<file path="config.mk">
export PLATFORM = sky130hd
export DESIGN_NAME = mem_access_unit
export DESIGN_NICKNAME = d
export VERILOG_FILES = /design/src/rtl/mem_access_unit.sv
export SDC_FILE = /design/constraint.sdc
export NUM_CORES = 1
export LEC_CHECK = 0
export CAP_MARGIN = 15
export CORE_ASPECT_RATIO = 1.25
export CORE_MARGIN = 2
export CORE_UTILIZATION = 45
export CTS_BUF_LIST = sky130_fd_sc_hd__clkbuf_16
export DETAILED_ROUTE_END_ITERATION = 10
export PLACE_DENSITY = 0.79
export SLEW_MARGIN = 20
export SYNTH_ARGS = -nofsm -noshare
export SYNTH_HDL_FRONTEND = slang
export SYNTH_SLANG_ARGS = --single-unit
export TNS_END_PERCENT = 50
</file>
<file path="constraint.sdc">
create_clock -name clk -period 2.6 [get_ports clk]
set_input_delay 0.26 -clock clk [delete_from_list [all_inputs] [get_ports clk]]
set_output_delay 0.26 -clock clk [all_outputs]
set_load 0.005 [all_outputs]
</file>
<file path="src/rtl/mem_access_unit.sv">
// MEM-stage load/store unit: turns a pipeline memory access into a single
// registered bus transaction, stalls the pipeline while it waits, and aborts on timeout.
module mem_access_unit #(
  parameter int BUS_TIMEOUT = 16
) (
  input  logic        clk,
  input  logic        rst,
  input  logic        MEM_valid,
  input  logic        MEM_mem_re,
  input  logic        MEM_mem_we,
  input  logic [2:0]  MEM_funct3,
  input  logic [31:0] MEM_alu_c,
  input  logic [31:0] MEM_wdata,
  output logic        bus_req,
  output logic        bus_we,
  output logic [31:0] bus_addr,
  output logic [3:0]  bus_be,
  output logic [31:0] bus_wdata,
  input  logic        bus_ack,
  input  logic [31:0] bus_rdata,
  output logic        mem_stall,
  output logic [31:0] MEM_rd,
  output logic        misalign_exc,
  output logic        bus_err
);

  typedef enum logic [1:0] {IDLE, REQ, DONE} state_t;

  localparam logic [7:0] TMO_LAST = 8'(BUS_TIMEOUT - 1);

  state_t      state, state_nxt;
  logic [7:0]  tmo_cnt;
  logic [2:0]  f3_q;
  logic [1:0]  lane_q;
  logic        access, is_store, legal;
  logic        accept, ack_ok, timed_out;
  logic [3:0]  be_nxt;
  logic [31:0] wdata_nxt;

  assign access   = MEM_valid & (MEM_mem_re | MEM_mem_we);
  // A store wins when both request lines are high.
  assign is_store = MEM_mem_we;

  // NOTE: every combinational output gets a default first so no path leaves it
  // unassigned; otherwise synthesis infers a latch.
  always_comb begin
    legal = 1'b0;
    case (MEM_funct3)
      3'b000:  legal = 1'b1;
      3'b001:  legal = ~MEM_alu_c[0];
      3'b010:  legal = (MEM_alu_c[1:0] == 2'b00);
      3'b100:  legal = ~is_store;
      3'b101:  legal = ~is_store & ~MEM_alu_c[0];
      default: legal = 1'b0;
    endcase
  end

  always_comb begin
    be_nxt    = 4'b1111;
    wdata_nxt = '0;
    if (is_store) begin
      case (MEM_funct3[1:0])
        2'b00: begin
          be_nxt    = 4'b0001 << MEM_alu_c[1:0];
          wdata_nxt = {4{MEM_wdata[7:0]}};
        end
        2'b01: begin
          be_nxt    = 4'b0011 << {MEM_alu_c[1], 1'b0};
          wdata_nxt = {2{MEM_wdata[15:0]}};
        end
        default: begin
          be_nxt    = 4'b1111;
          wdata_nxt = MEM_wdata;
        end
      endcase
    end
  end

  always_comb begin
    state_nxt    = state;
    mem_stall    = 1'b0;
    misalign_exc = 1'b0;
    accept       = 1'b0;
    ack_ok       = 1'b0;
    timed_out    = 1'b0;
    if (!rst) begin
      case (state)
        IDLE: begin
          if (access) begin
            if (legal) begin
              mem_stall = 1'b1;
              accept    = 1'b1;
              state_nxt = REQ;
            end else begin
              misalign_exc = 1'b1;
            end
          end
        end
        REQ: begin
          mem_stall = 1'b1;
          // An ack on the final counted cycle still completes normally.
          if (bus_ack) begin
            ack_ok    = 1'b1;
            state_nxt = DONE;
          end else if (tmo_cnt == TMO_LAST) begin
            timed_out = 1'b1;
            state_nxt = DONE;
          end
        end
        DONE:    state_nxt = IDLE;
        default: state_nxt = IDLE;
      endcase
    end
  end

  function automatic logic [31:0] extend(input logic [2:0] f3, input logic [1:0] lane,
                                         input logic [31:0] w);
    logic [7:0]  b;
    logic [15:0] h;
    case (lane)
      2'd0:    b = w[7:0];
      2'd1:    b = w[15:8];
      2'd2:    b = w[23:16];
      default: b = w[31:24];
    endcase
    h = lane[1] ? w[31:16] : w[15:0];
    case (f3)
      3'b000:  return {{24{b[7]}}, b};
      3'b001:  return {{16{h[15]}}, h};
      3'b100:  return {24'd0, b};
      3'b101:  return {16'd0, h};
      default: return w;
    endcase
  endfunction

  // NOTE: sequential state uses non-blocking assignments so every register
  // samples pre-edge values regardless of statement order.
  always_ff @(posedge clk) begin
    if (rst) state <= IDLE;
    else     state <= state_nxt;
  end

  always_ff @(posedge clk) begin
    if (rst) begin
      bus_req   <= 1'b0;
      bus_we    <= 1'b0;
      bus_addr  <= '0;
      bus_be    <= '0;
      bus_wdata <= '0;
      MEM_rd    <= '0;
      bus_err   <= 1'b0;
      tmo_cnt   <= '0;
      f3_q      <= '0;
      lane_q    <= '0;
    end else begin
      case (state)
        IDLE: begin
          if (accept) begin
            bus_req   <= 1'b1;
            bus_we    <= is_store;
            bus_addr  <= {MEM_alu_c[31:2], 2'b00};
            bus_be    <= be_nxt;
            bus_wdata <= wdata_nxt;
            f3_q      <= MEM_funct3;
            lane_q    <= MEM_alu_c[1:0];
            tmo_cnt   <= '0;
          end else if (misalign_exc) begin
            MEM_rd <= '0;
          end
        end
        REQ: begin
          if (ack_ok) begin
            bus_req <= 1'b0;
            if (!bus_we) MEM_rd <= extend(f3_q, lane_q, bus_rdata);
          end else if (timed_out) begin
            bus_req <= 1'b0;
            MEM_rd  <= '0;
            bus_err <= 1'b1;
          end else begin
            tmo_cnt <= tmo_cnt + 8'd1;
          end
        end
        DONE:    bus_err <= 1'b0;
        default: ;
      endcase
    end
  end

endmodule

</file>
==> results_dict.tcl, run 1 <==
set metrics [dict create \
    cts_setup_buffers 0 \
    worstHoldStart "rst" \
    core_area_um2 12600 \
    place.detailed.hpwl_um 12490 \
    reg2reg_setup_slack_ns 0.39 \
    synth-edff-count 0 \
    finalWeightedCongestion 0.9111 \
    number_of_global_route_vias_before_repair 5677 \
    tritoncts "yes" \
    timing.max_slew.rel_slack_pct 41.62 \
    dr.first_iter.drc_count 351 \
    worst_hold_path_type "input port to flip-flop" \
    transition_time_of_the_tightest_slew_check_pin_ns 0.8588 \
    max_freq_mhz 413.0 \
    cts_repair_resize_count 0 \
    grt_setup_unrepaired "false" \
    boundaryPins 210 \
    yosys-top-cells-area "dfxtp_1 (40%), mux2i_1 (8.9%), nand2_1 (8.1%)" \
    synthCells 677 \
    routed_via_density 5.519 \
    slew_violations 0 \
    setup_total_negative_slack_ns 0 \
    post-synth-top-area-fraction_pct 40.37 \
    total_power_uw 4811 \
    synth_top_area_cell "dfxtp_1" \
    fillCellCount 965 \
    synth.most_common_cell "nand2_1" \
    die_height_um 130.4 \
    ff_latch_area_um2 2322 \
    cts_root_buffer "clkbuf_16" \
    synth_ff_type "dfxtp_1" \
    total_grt_usage_pct 25.27 \
    clock-sinks 116 \
    setup-violations-final 0 \
    antenna_violating_nets_left 0 \
    multiInputGateArea_um2 3118 \
    overflow 0 \
    preCtsSetupSlack_ns 0.1957 \
    syn2layout_area_growth_pct 48.58 \
    setup.worst_path.start_class "flip-flop" \
    worst_ir_drop_vdd_mv 0.3882 \
    synthesis.area_um2 5752 \
    netlist_top_cells_count "nand2_1 (124), dfxtp_1 (116), a21oi_1 (73)" \
    min_delay_worst_endpoint "bus_err" \
    outcome "completed" \
    ys_seq_elements 116 \
    timing.final.hold_violations 0 \
    worstPathRequired_ns 2.34 \
    starting_utilization_of_the_core_area_pct 45.63 \
    route.vias.total 5762 \
    detail_route.first_pass.iterations 5 \
    h-tree-depth 4 \
    final.hold.worst_slack_ns 0.2085 \
    ctsLongestPathBuffers 2 \
    critical_path.endpoint_type "output port" \
    synth_cell_type_count 55 \
    average_size_of_a_mapped_cell_um2 8.496 \
    rr_startpoint "tmo_cnt[4]" \
    grt_antenna_before_repair 0 \
    kind_of_critical_path "flip-flop to output port" \
    yosys_warnings 0 \
    routed_wirelength_um 17600 \
    final_layout_size_suffix_gt1_share_pct 9.932 \
    fp-row-count 46 \
    ffs_w_async_s_r_synth_pct 0 \
    finish.net_count 969 \
    grt_pass1_wl_um 27910 \
    postLayoutSetupSlackWorst_ns 0.1789 \
    post-route-min-period_ns 2.421 \
    worstPathArrival_ns 2.16 \
    worst-path-max-fanout 10 \
    cts_hold_repair.buffers 0 \
    remaining_design_rule_violation_count 0 \
    tritoncts.num_buffers 17 \
    power_density_nw_per_um2 562.9 \
    period_share_pct 93.12 \
    die-area_um2 13710 \
    dieWidth_um 105.1 \
    finClkSkew_ns 0.01488 \
    num_antenna_cells 0 \
    drt-wirelength-per-cell_um 16.86 \
    regToRegEndpoint "MEM_rd[19]" \
    worstSkewPairLatency_ns 0.41 \
    worstRegToRegCells 6 \
    ys_seq_area_share_pct 40.37 \
    grt_max_degree 73 \
    max-cap-violations 0 \
    holdPathStages 2 \
    port_buffers 207 \
    worst_setup_hold_path_clk_slew_ns 0.06 \
    leak_pwr_uw 0.002991 \
]
metal layers:
metal,wire length [µm],vias up,GRT usage (%)
met3,1435,45,7.391
met4,688,0,13.88
met5,0,-,0
met2,8730,275,42.90
met1,6749,2695,28.81
li1,-,2747,-
cells by family (layout without fill, tap and decap cells):
| kind of cell | after synthesis | count (layout) | synth area share, % |
|---|---|---|---|
| AOI/OAI and AO/OA | 151 | 151 | 16.14 |
| adders and majority gates | 1 | 1 | 0.2175 |
| buffers and inverters | 69 | 267 | 5.656 |
| DFF | 116 | 116 | 40.37 |
| muxes | 76 | 76 | 14.29 |
| other | 1 | 2 | 0.06520 |
| and+or+nand+nor | 263 | 263 | 23.25 |
registers in the layout, indices dropped and copies added (netlist names), 2 cells and up:
name       count
bus_be         4
lane_q         2
f3_q           3
MEM_rd        32
bus_addr      30
state          2
tmo_cnt        8
bus_wdata     32
layout by cell type (no fill, tap or decap), types with 2 or more instances in the layout:
cell type	netlist	layout
o211ai_1	2	2
buf_12	1	3
o221ai_1	9	9
conb_1	1	2
buf_4	2	16
nor2b_1	22	22
clkbuf_16	0	17
nand4b_1	3	3
and3b_1	8	8
dfxtp_1	116	116
o21ai_0	25	25
nand2_1	124	124
a21oi_1	73	73
nand4_1	2	2
inv_1	10	11
nor3_1	7	7
mux2_4	5	5
nor2_1	7	7
nor4_2	2	3
clkinv_2	0	3
or3_1	2	2
or4_1	2	2
mux2_2	19	19
bufinv_16	0	4
a22oi_1	16	16
nand3b_1	11	11
o21a_1	3	3
clkinvlp_4	0	4
nand2b_1	30	30
nand3_1	35	35
mux2i_1	51	50
clkdlybuf4s50_1	0	206
a31oi_1	8	8
a211oi_1	2	2
clkinv_4	0	2
or3b_2	2	2
layout make-up:
cell class / count / share of cell area (%)
Sequential cell: 116 / 27.17
Timing Repair Buffer: 225 / 26.24
Clock inverter: 15 / 2.225
Tap cell: 168 / 2.460
Clock buffer: 17 / 4.978
Multi-Input combinational cell: 493 / 36.49
Inverter: 10 / 0.4392
how the worst max path moves through the flow:
stage	endpoint	from	depth (start not counted)	slack, ns
6_report	misalign_exc	state[1]	3	0.18
5_1_grt	mem_stall	MEM_alu_c[0]	5	0.06
4_1_cts	misalign_exc	state[1]	3	0.07
3_5_place_dp	misalign_exc	MEM_mem_we	4	0.20
3_3_place_gp	misalign_exc	MEM_mem_we	4	0.23
2_1_floorplan	MEM_rd[10]	tmo_cnt[4]	8	0.56
report_power, final:
part	switching, µW	total (µW)	internal [µW]	leakage, µW
registers	22.1	1830	1810	0.000937
logic	252	557	305	0.00176
clock network	832	2420	1590	0.000293
critical path, cell delays in order (launching register included):
cell and delay (ns):
dfxtp_1 0.41, or3_1 0.43, nor4_2 0.33, clkdlybuf4s50_1 0.58
stage by stage:
step,cell area [µm²],std cells,util [%]
after floorplan,5756,678,-
after global placement,7920,1012,62.83
after detailed placement,7924,1012,62.86
after CTS,8539,1044,67.75
after global routing,8546,1044,67.80
final,8546,1044,67.80
(Power assumes the default switching activity.)
==> run 2: changes to the inputs <==
--- a/config.mk
+++ b/config.mk
@@ -5,12 +5,13 @@
 export SDC_FILE = /design/constraint.sdc
 export NUM_CORES = 1
 export LEC_CHECK = 0
-export CAP_MARGIN = 15
+export CAP_MARGIN = 20
 export CORE_ASPECT_RATIO = 1.25
 export CORE_MARGIN = 2
 export CORE_UTILIZATION = 45
 export CTS_BUF_LIST = sky130_fd_sc_hd__clkbuf_16
 export DETAILED_ROUTE_END_ITERATION = 10
+export GPL_ROUTABILITY_DRIVEN = 1
 export PLACE_DENSITY = 0.79
 export SLEW_MARGIN = 20
 export SYNTH_ARGS = -nofsm -noshare
==> results of run 2 <==
Final layout, timing and power as in run 1 (identical DEF).
==> run 3: changes to the inputs <==
--- a/config.mk
+++ b/config.mk
@@ -13,7 +13,7 @@
 export DETAILED_ROUTE_END_ITERATION = 10
 export GPL_ROUTABILITY_DRIVEN = 1
 export PLACE_DENSITY = 0.79
-export SLEW_MARGIN = 20
+export SLEW_MARGIN = 40
 export SYNTH_ARGS = -nofsm -noshare
 export SYNTH_HDL_FRONTEND = slang
 export SYNTH_SLANG_ARGS = --single-unit
==> results_dict.tcl, run 3 (same netlist as run 1, synthesis figures left out) <==
set metrics [dict create \
    worst_ir_drop_vdd_mv 0.3878 \
    power_density_nw_per_um2 562.5 \
    worst_hold_path_type "input port to flip-flop" \
    worst_setup_hold_path_clk_slew_ns 0.05 \
    antenna_violating_nets_left 0 \
    fillCellCount 962 \
    layout.cells.most_common_list "clkdlybuf4s50_1 (206), nand2_1 (124), dfxtp_1 (116)" \
    place.detailed.hpwl_um 12490 \
    dr.first_iter.drc_count 323 \
    number_of_global_route_vias_before_repair 5677 \
    dieWidth_um 105.1 \
    h-tree-depth 4 \
    leak_pwr_uw 0.002993 \
    critical_path.endpoint_type "output port" \
    critical_path.slowest_cell "clkdlybuf4s50_1" \
    syn2layout_area_growth_pct 48.73 \
    post-route-util_pct 67.87 \
    cp_num_cells 5 \
    tritoncts.num_buffers 17 \
    remaining_design_rule_violation_count 0 \
    grt_pass1_wl_um 27910 \
    finish.net_count 969 \
    period_share_pct 92.77 \
    tritoncts "yes" \
    kind_of_critical_path "input port to output port" \
    largest_registers_ranked_by_flip_flop_count "MEM_rd: 32 flops, bus_wdata: 32 flops, bus_addr: 30 flops" \
    fp-row-count 46 \
    timing.max_slew.rel_slack_pct 52.12 \
    mostFrequentLayoutCell "clkdlybuf4s50_1" \
    worstPathRequired_ns 2.34 \
    critical_path.most_common_cell "clkdlybuf4s50_1" \
    setup-violations-final 0 \
    max-cap-violations 0 \
    finClkSkew_ns 0.01596 \
    die_height_um 130.4 \
    port_buffers 207 \
    worstPathCellList "clkdlybuf4s50_1, nor4_2, o21ai_0, a211oi_1, clkdlybuf4s50_1" \
    drt-wirelength-per-cell_um 16.85 \
    total_grt_usage_pct 25.27 \
    cts_hold_repair.buffers 0 \
    ctsLongestPathBuffers 2 \
    setup.worst_path.start_class "input port" \
    cts_repair_resize_count 0 \
    overflow 0 \
    clock-sinks 116 \
    max_freq_mhz 414.6 \
    critical-path-max-stage-delay_ns 0.54 \
    finalWeightedCongestion 0.9111 \
    core_area_um2 12600 \
    routed_wirelength_um 17590 \
    total_power_uw 4812 \
    grt_setup_unrepaired "false" \
    setup_total_negative_slack_ns 0 \
    outcome "completed" \
    transition_time_of_the_tightest_slew_check_pin_ns 0.7182 \
    routed_via_density 5.520 \
    worstRegToRegCells 6 \
    final.hold.worst_slack_ns 0.2073 \
    crit_buf_inv 2 \
    final_layout_size_suffix_gt1_share_pct 9.932 \
    cts_root_buffer "clkbuf_16" \
    detail_route.first_pass.iterations 5 \
    timing.final.hold_violations 0 \
    die-area_um2 13710 \
    boundaryPins 210 \
    grt_antenna_before_repair 0 \
    worstSkewPairLatency_ns 0.41 \
    worst-path-max-fanout 5 \
    worstPathArrival_ns 2.15 \
    grt_max_degree 73 \
    post-route-min-period_ns 2.412 \
    num_antenna_cells 0 \
    starting_utilization_of_the_core_area_pct 45.63 \
    slew_violations 0 \
    holdPathStages 2 \
    route.vias.total 5763 \
    cts_setup_buffers 0 \
    critical_path.top_delay_family "buffers and inverters" \
]
[run 3: stage by stage]
step / setup WS (ns) / cell area, µm² / std cells
floorplan: 0.5604 / 5756 / 678
detailed placement: 0.1957 / 7924 / 1012
finish: 0.1881 / 8554 / 1044
global route: 0.06287 / 8554 / 1044
global placement: 0.2289 / 7920 / 1012
CTS: 0.06786 / 8539 / 1044
[run 3: power by group]
part,internal [µW],switching (µW)
Sequential,1810,22.1
Clock,1590,831
Combinational,306,253
Total,3710,1110
[run 3: cell type report]
class	instances	area, µm²	area share [%]
clock buffers	17	425.4	4.973
clock inverters	15	190.2	2.223
inverters	10	37.54	0.4388
multi-input cells	493	3127	36.55
flip-flops and latches	116	2322	27.15
well taps	168	210.2	2.457
repair buffers	225	2242	26.21
[run 3: worst paths after layout]
kind / startpoint / endpoint / slack, ns
worst min register to register: bus_wdata[7] / bus_wdata[7] / 0.45
worst max register to register: tmo_cnt[4] / MEM_rd[19] / 0.40
worst min-delay path: rst / bus_err / 0.21
worst max-delay path: MEM_alu_c[0] / mem_stall / 0.19
[run 3: metal layers]
metal	GRT usage, %	vias to the layer above	share of wire, %
met2	42.90	266	50
li1	-	2745	-
met5	0	-	0
met1	28.81	2704	39
met3	7.391	48	7.8
met4	13.88	0	3.9
[run 3: worst reg2reg max path, cell delays in order, from the launching register on]
cell and delay (ns):
dfxtp_1 0.37, or4_1 0.70, o31ai_4 0.24, a21o_1 0.19
buf_12 0.15, buf_12 0.21, mux2i_1 0.26
==> edit 1: new RTL, config.mk and constraints of run 3 <==
Reset style: asynchronous (`rst`), changed in 2 clocked blocks.
--- a/src/rtl/mem_access_unit.sv
+++ b/src/rtl/mem_access_unit.sv
@@ -135,12 +135,12 @@
 
   // NOTE: sequential state uses non-blocking assignments so every register
   // samples pre-edge values regardless of statement order.
-  always_ff @(posedge clk) begin
+  always_ff @(posedge clk or posedge rst) begin
     if (rst) state <= IDLE;
     else     state <= state_nxt;
   end
 
-  always_ff @(posedge clk) begin
+  always_ff @(posedge clk or posedge rst) begin
     if (rst) begin
       bus_req   <= 1'b0;
       bus_we    <= 1'b0;
Function: differs if rst is asserted again (counterexample within 4 cycles, from zero or initial values and one cycle with rst high); with rst held inactive, the same outputs for 4 cycles.
==> edit 1 against run 3 <==
Worst setup slack better by 130 ps; area after synthesis down 2.3%; non-clock buffer count down 4; clock skew down 8.9 ps; design area down 0.91%; sequential cell count unchanged; routed wire length down 4.4%; largest cell class is now sequential cells; highest routed layer unchanged.
Power is not compared: it rests on default switching activity, and its combinational part moved more than twofold at a synthesized area within 25%.
==> edit 1: results (changes against run 3) <==
Min-Delay Path Class: in -> async
CP max stage delay: 520 ps (-20 ps)
status: finished clean
proportion of layout cells with a drive suffix above 1: 13.17% (+3.2 points)
hold_ws: 400.7 ps (+193.5 ps)
Placed Area: 0.007858 mm^2 (-0.84%)
R2R Path Start: tmo_cnt[4]
Placer Congestion: 0.9022 (-0.98%)
M1 wire length: 6236 um (-8.5%)
post-detail-place hpwl: 12350 um (-1.1%)
GRT Util Overall: 25.53% (+0.27 points)
r2r worst-path depth: 5 (-1)
vias in the first global route: 5276 (-7.1%)
largest net degree at the start of global routing: 119 (+63%)
Met2 Wirelength: 8440 um (-3.3%)
Seq/Total Area, Yosys: 51.64% (+11 points)
per-cell routed wire length: 17.79 um (+5.5%)
fillcell total: 972 (+1.0%)
CP startpoint: MEM_alu_c[1]
flop2flop setup slack: 460 ps (+60 ps)
post-route clock skew: 7.110 ps (-8.854 ps)
first-pass GRT wire length: 26960 um (-3.4%)
synth unique cells: 45 (-18%)
worst path arrival time: 2020 ps (-130 ps)
ranking of synthesized cells by area: dfrtp_1 (52%), mux2_2 (11%), nand2_1 (8.6%)
Least-Margin Pin Slew: 657.7 ps (-60.49 ps)
Critical Path Slowest Stage Cell: clkdlybuf4s50_1
Async S/R FF share, synth: 100.0% (+100 points)
antenna violations before repair: 0 (unchanged)
Main synth FF type: dfrtp_1
count of final hold-check violations: 0 (unchanged)
crit-path max FO: 4 (-1)
WL met3: 1612 um (+18%)
Iter 0 DRT Violations: 292 (-9.6%)
nets: 876 (-9.6%)
routed via count: 5085 (-12%)
edit 1: worst max-delay path by stage:
stage | to | cells past startpoint
floorplan | MEM_rd[16] | 7
global placement | mem_stall | 6
detailed placement | mem_stall | 6
CTS | mem_stall | 6
global route | mem_stall | 6
finish | mem_stall | 6
edit 1: cells by family after synthesis:
family | Yosys count | share of synthesized area (%)
multiplexers | 66 | 12.98
AND/OR/NAND/NOR | 195 | 14.33
XOR/XNOR | 2 | 0.3117
other | 1 | 0.06671
AO/OA/AOI/OAI | 140 | 16.14
buffers and inverters | 54 | 4.318
adder cells (fa/ha/maj) | 1 | 0.2225
flip-flops | 116 | 51.64
edit 1: worst reg2reg max path, delay by kind of cell, from the launching register on:
family | cells | cell delay, ps
AO/OA/AOI/OAI | 3 | 810
AND/OR/NAND/NOR | 2 | 760
flip-flops | 1 | 440
edit 1: through the flow:
| step | setup WS (ps) | std cells |
|---|---|---|
| floorplan | 665.6 | 576 |
| global placement | 292.4 | 915 |
| detailed placement | 312.8 | 915 |
| CTS | 311.9 | 946 |
| global route | 227.9 | 946 |
| finish | 320.6 | 946 |
edit 1: report_power, final:
| part | leakage, nW | switching [mW] | internal (mW) | total (mW) |
|---|---|---|---|---|
| sequential | 1.51 | 0.294 | 2.21 | 2.51 |
| clock | 0.312 | 0.790 | 1.67 | 2.46 |
| combinational | 1.78 | 0.855 | 1.19 | 2.04 |
edit 1: layout make-up:
class / instances / area, um^2 / area share (%)
Clock buffer: 17 / 425.4 / 5.018
Sequential cell: 116 / 2903 / 34.24
Inverter: 8 / 33.78 / 0.3985
Timing Repair Buffer: 221 / 2227 / 26.27
Tap cell: 164 / 205.2 / 2.421
Clock inverter: 14 / 193.9 / 2.288
Multi-Input combinational cell: 406 / 2489 / 29.36
edit 1: per-layer routing:
layer  vias up  global-route usage (%)
met1      2408                   28.35
met4         0                   11.21
met2       231                   43.77
met5         -                       0
li1       2402                       -
met3        44                   10.08
==> edit 2: new RTL, flow settings as in run 3 <==
Without the edit above. The parameter `BUS_TIMEOUT` goes from 16 to 12.
--- a/src/rtl/mem_access_unit.sv
+++ b/src/rtl/mem_access_unit.sv
@@ -1,7 +1,7 @@
 // MEM-stage load/store unit: turns a pipeline memory access into a single
 // registered bus transaction, stalls the pipeline while it waits, and aborts on timeout.
 module mem_access_unit #(
-  parameter int BUS_TIMEOUT = 16
+  parameter int BUS_TIMEOUT = 12
 ) (
   input  logic        clk,
   input  logic        rst,
Behaviour: same outputs for any inputs over 4 cycles, from zero or initial values and one cycle with rst high; that may be too few to reach the edited logic, so the function may still have changed.
==> edit 2 against run 3 <==
First-iteration DRC count is 6.8% lower; routed wire length is 2.8% lower; area after synthesis is 8.8% lower; sequential cell count stayed put; global-route usage is 2.0 points higher; worst setup slack better by 2.6 ps; design area is 7.4% lower; total power is 8.2% lower; critical endpoint is now misalign_exc; largest power group unchanged; highest routed layer unchanged.
==> edit 2: results (changes against run 3) <==
Placer Congestion: 0.9145 (+0.37%)
per-cell routed wire length: 17.47 um (+3.7%)
r2r worst-path depth: 5 (-1)
hold-critical path depth: 3 (+1)
post-detail-place hpwl: 12410 um (-0.62%)
routed via count: 5433 (-5.7%)
Seq/Total Area, Yosys: 44.29% (+3.9 points)
synthesized area per cell: 8.193 um^2 (-3.6%)
proportion of layout cells with a drive suffix above 1: 7.610% (-2.3 points)
Clock Latency Late Sink: 400 ps
R2R Path Start: state[0]
Iter 0 DRT Violations: 301 (-6.8%)
ranking of synthesized cells by area: dfxtp_1 (44%), nand2_1 (9.0%), a21oi_1 (7.4%)
dpl ws: 236.1 ps (+40.37 ps)
Max VDD drop: 0.0003937 V (+1.5%)
worst setup path end: misalign_exc
worst path arrival time: 2150 ps (about the same)
Root Driver: clkbuf_16
largest net degree at the start of global routing: 77 (+5.5%)
vias in the first global route: 5460 (-3.8%)
TritonCTS buffer count: 17 (unchanged)
post-route clock skew: 6.389 ps (-9.575 ps)
crit-path max FO: 14 (+9)
status: finished clean
Least-Margin Pin Slew: 783.6 ps (+65.35 ps)
first-pass GRT wire length: 27270 um (-2.3%)
post-route minimum period: 2409 ps (-2.600 ps)
top cells by count, synth: nand2_1 (126), dfxtp_1 (116), a21oi_1 (78)
nets: 936 (-3.4%)
Crit Path Category: reg -> out
[edit 2: cell count changes after synthesis, moves of 15 or more]
cell / run 3 / this run
o2bb2ai_1: 0 / 28
nand3_1: 35 / 50
a22oi_1: 16 / 1
nor2b_1: 22 / 5
nand2b_1: 30 / 3
mux2i_1: 51 / 22
o21ai_0: 25 / 44
[edit 2: routing by layer]
metal	up-vias	GRT usage [%]	wire length [um]
met5	-	0	0
met4	0	11.36	484
met3	39	10.66	1647
met2	259	46.15	8453
met1	2493	30.19	6522
li1	2642	-	-
[edit 2: through the flow]
| step | cell area, um^2 | std cells | hold WS [ps] | util, % |
|---|---|---|---|---|
| after CTS | 7920 | 979 | 371.8 | 68.83 |
| after detailed placement | 7413 | 949 | 445.4 | 64.43 |
| final | 7920 | 979 | 392.5 | 68.83 |
| after floorplan | 5248 | 641 | 359.0 | - |
| after global routing | 7920 | 979 | 389.2 | 68.83 |
| after global placement | 7407 | 949 | 437.2 | 64.38 |
[edit 2: final cells by class]
type,instances,area [um^2]
clock buffer,17,425.4
clock inverter,13,81.33
fill,906,3586
inverter,13,48.80
multi-input combinational,460,2665
sequential,116,2322
tap,138,172.7
timing repair buffer,222,2205
[edit 2: cell families after synthesis]
kind of cell,count (synthesis),share of synthesized area (%)
buf+inv,65,5.154
other cells,1,0.07151
simple gates,234,20.40
fa+ha+maj,1,0.2386
mux,40,8.065
flops,116,44.29
compound gates,183,21.79
[edit 2: worst max-delay path: stages (launching register included)]
cell and delay [ps]:
dfxtp_1 440, nor3_1 390, and2_1 200, and2_1 170, clkdlybuf4s50_1 540
[edit 2: power breakdown]
part / internal [mW] / switching, mW
registers: 1.82 / 0.0269
logic: 0.303 / 0.261
clock network: 1.26 / 0.748
total: 3.38 / 1.04
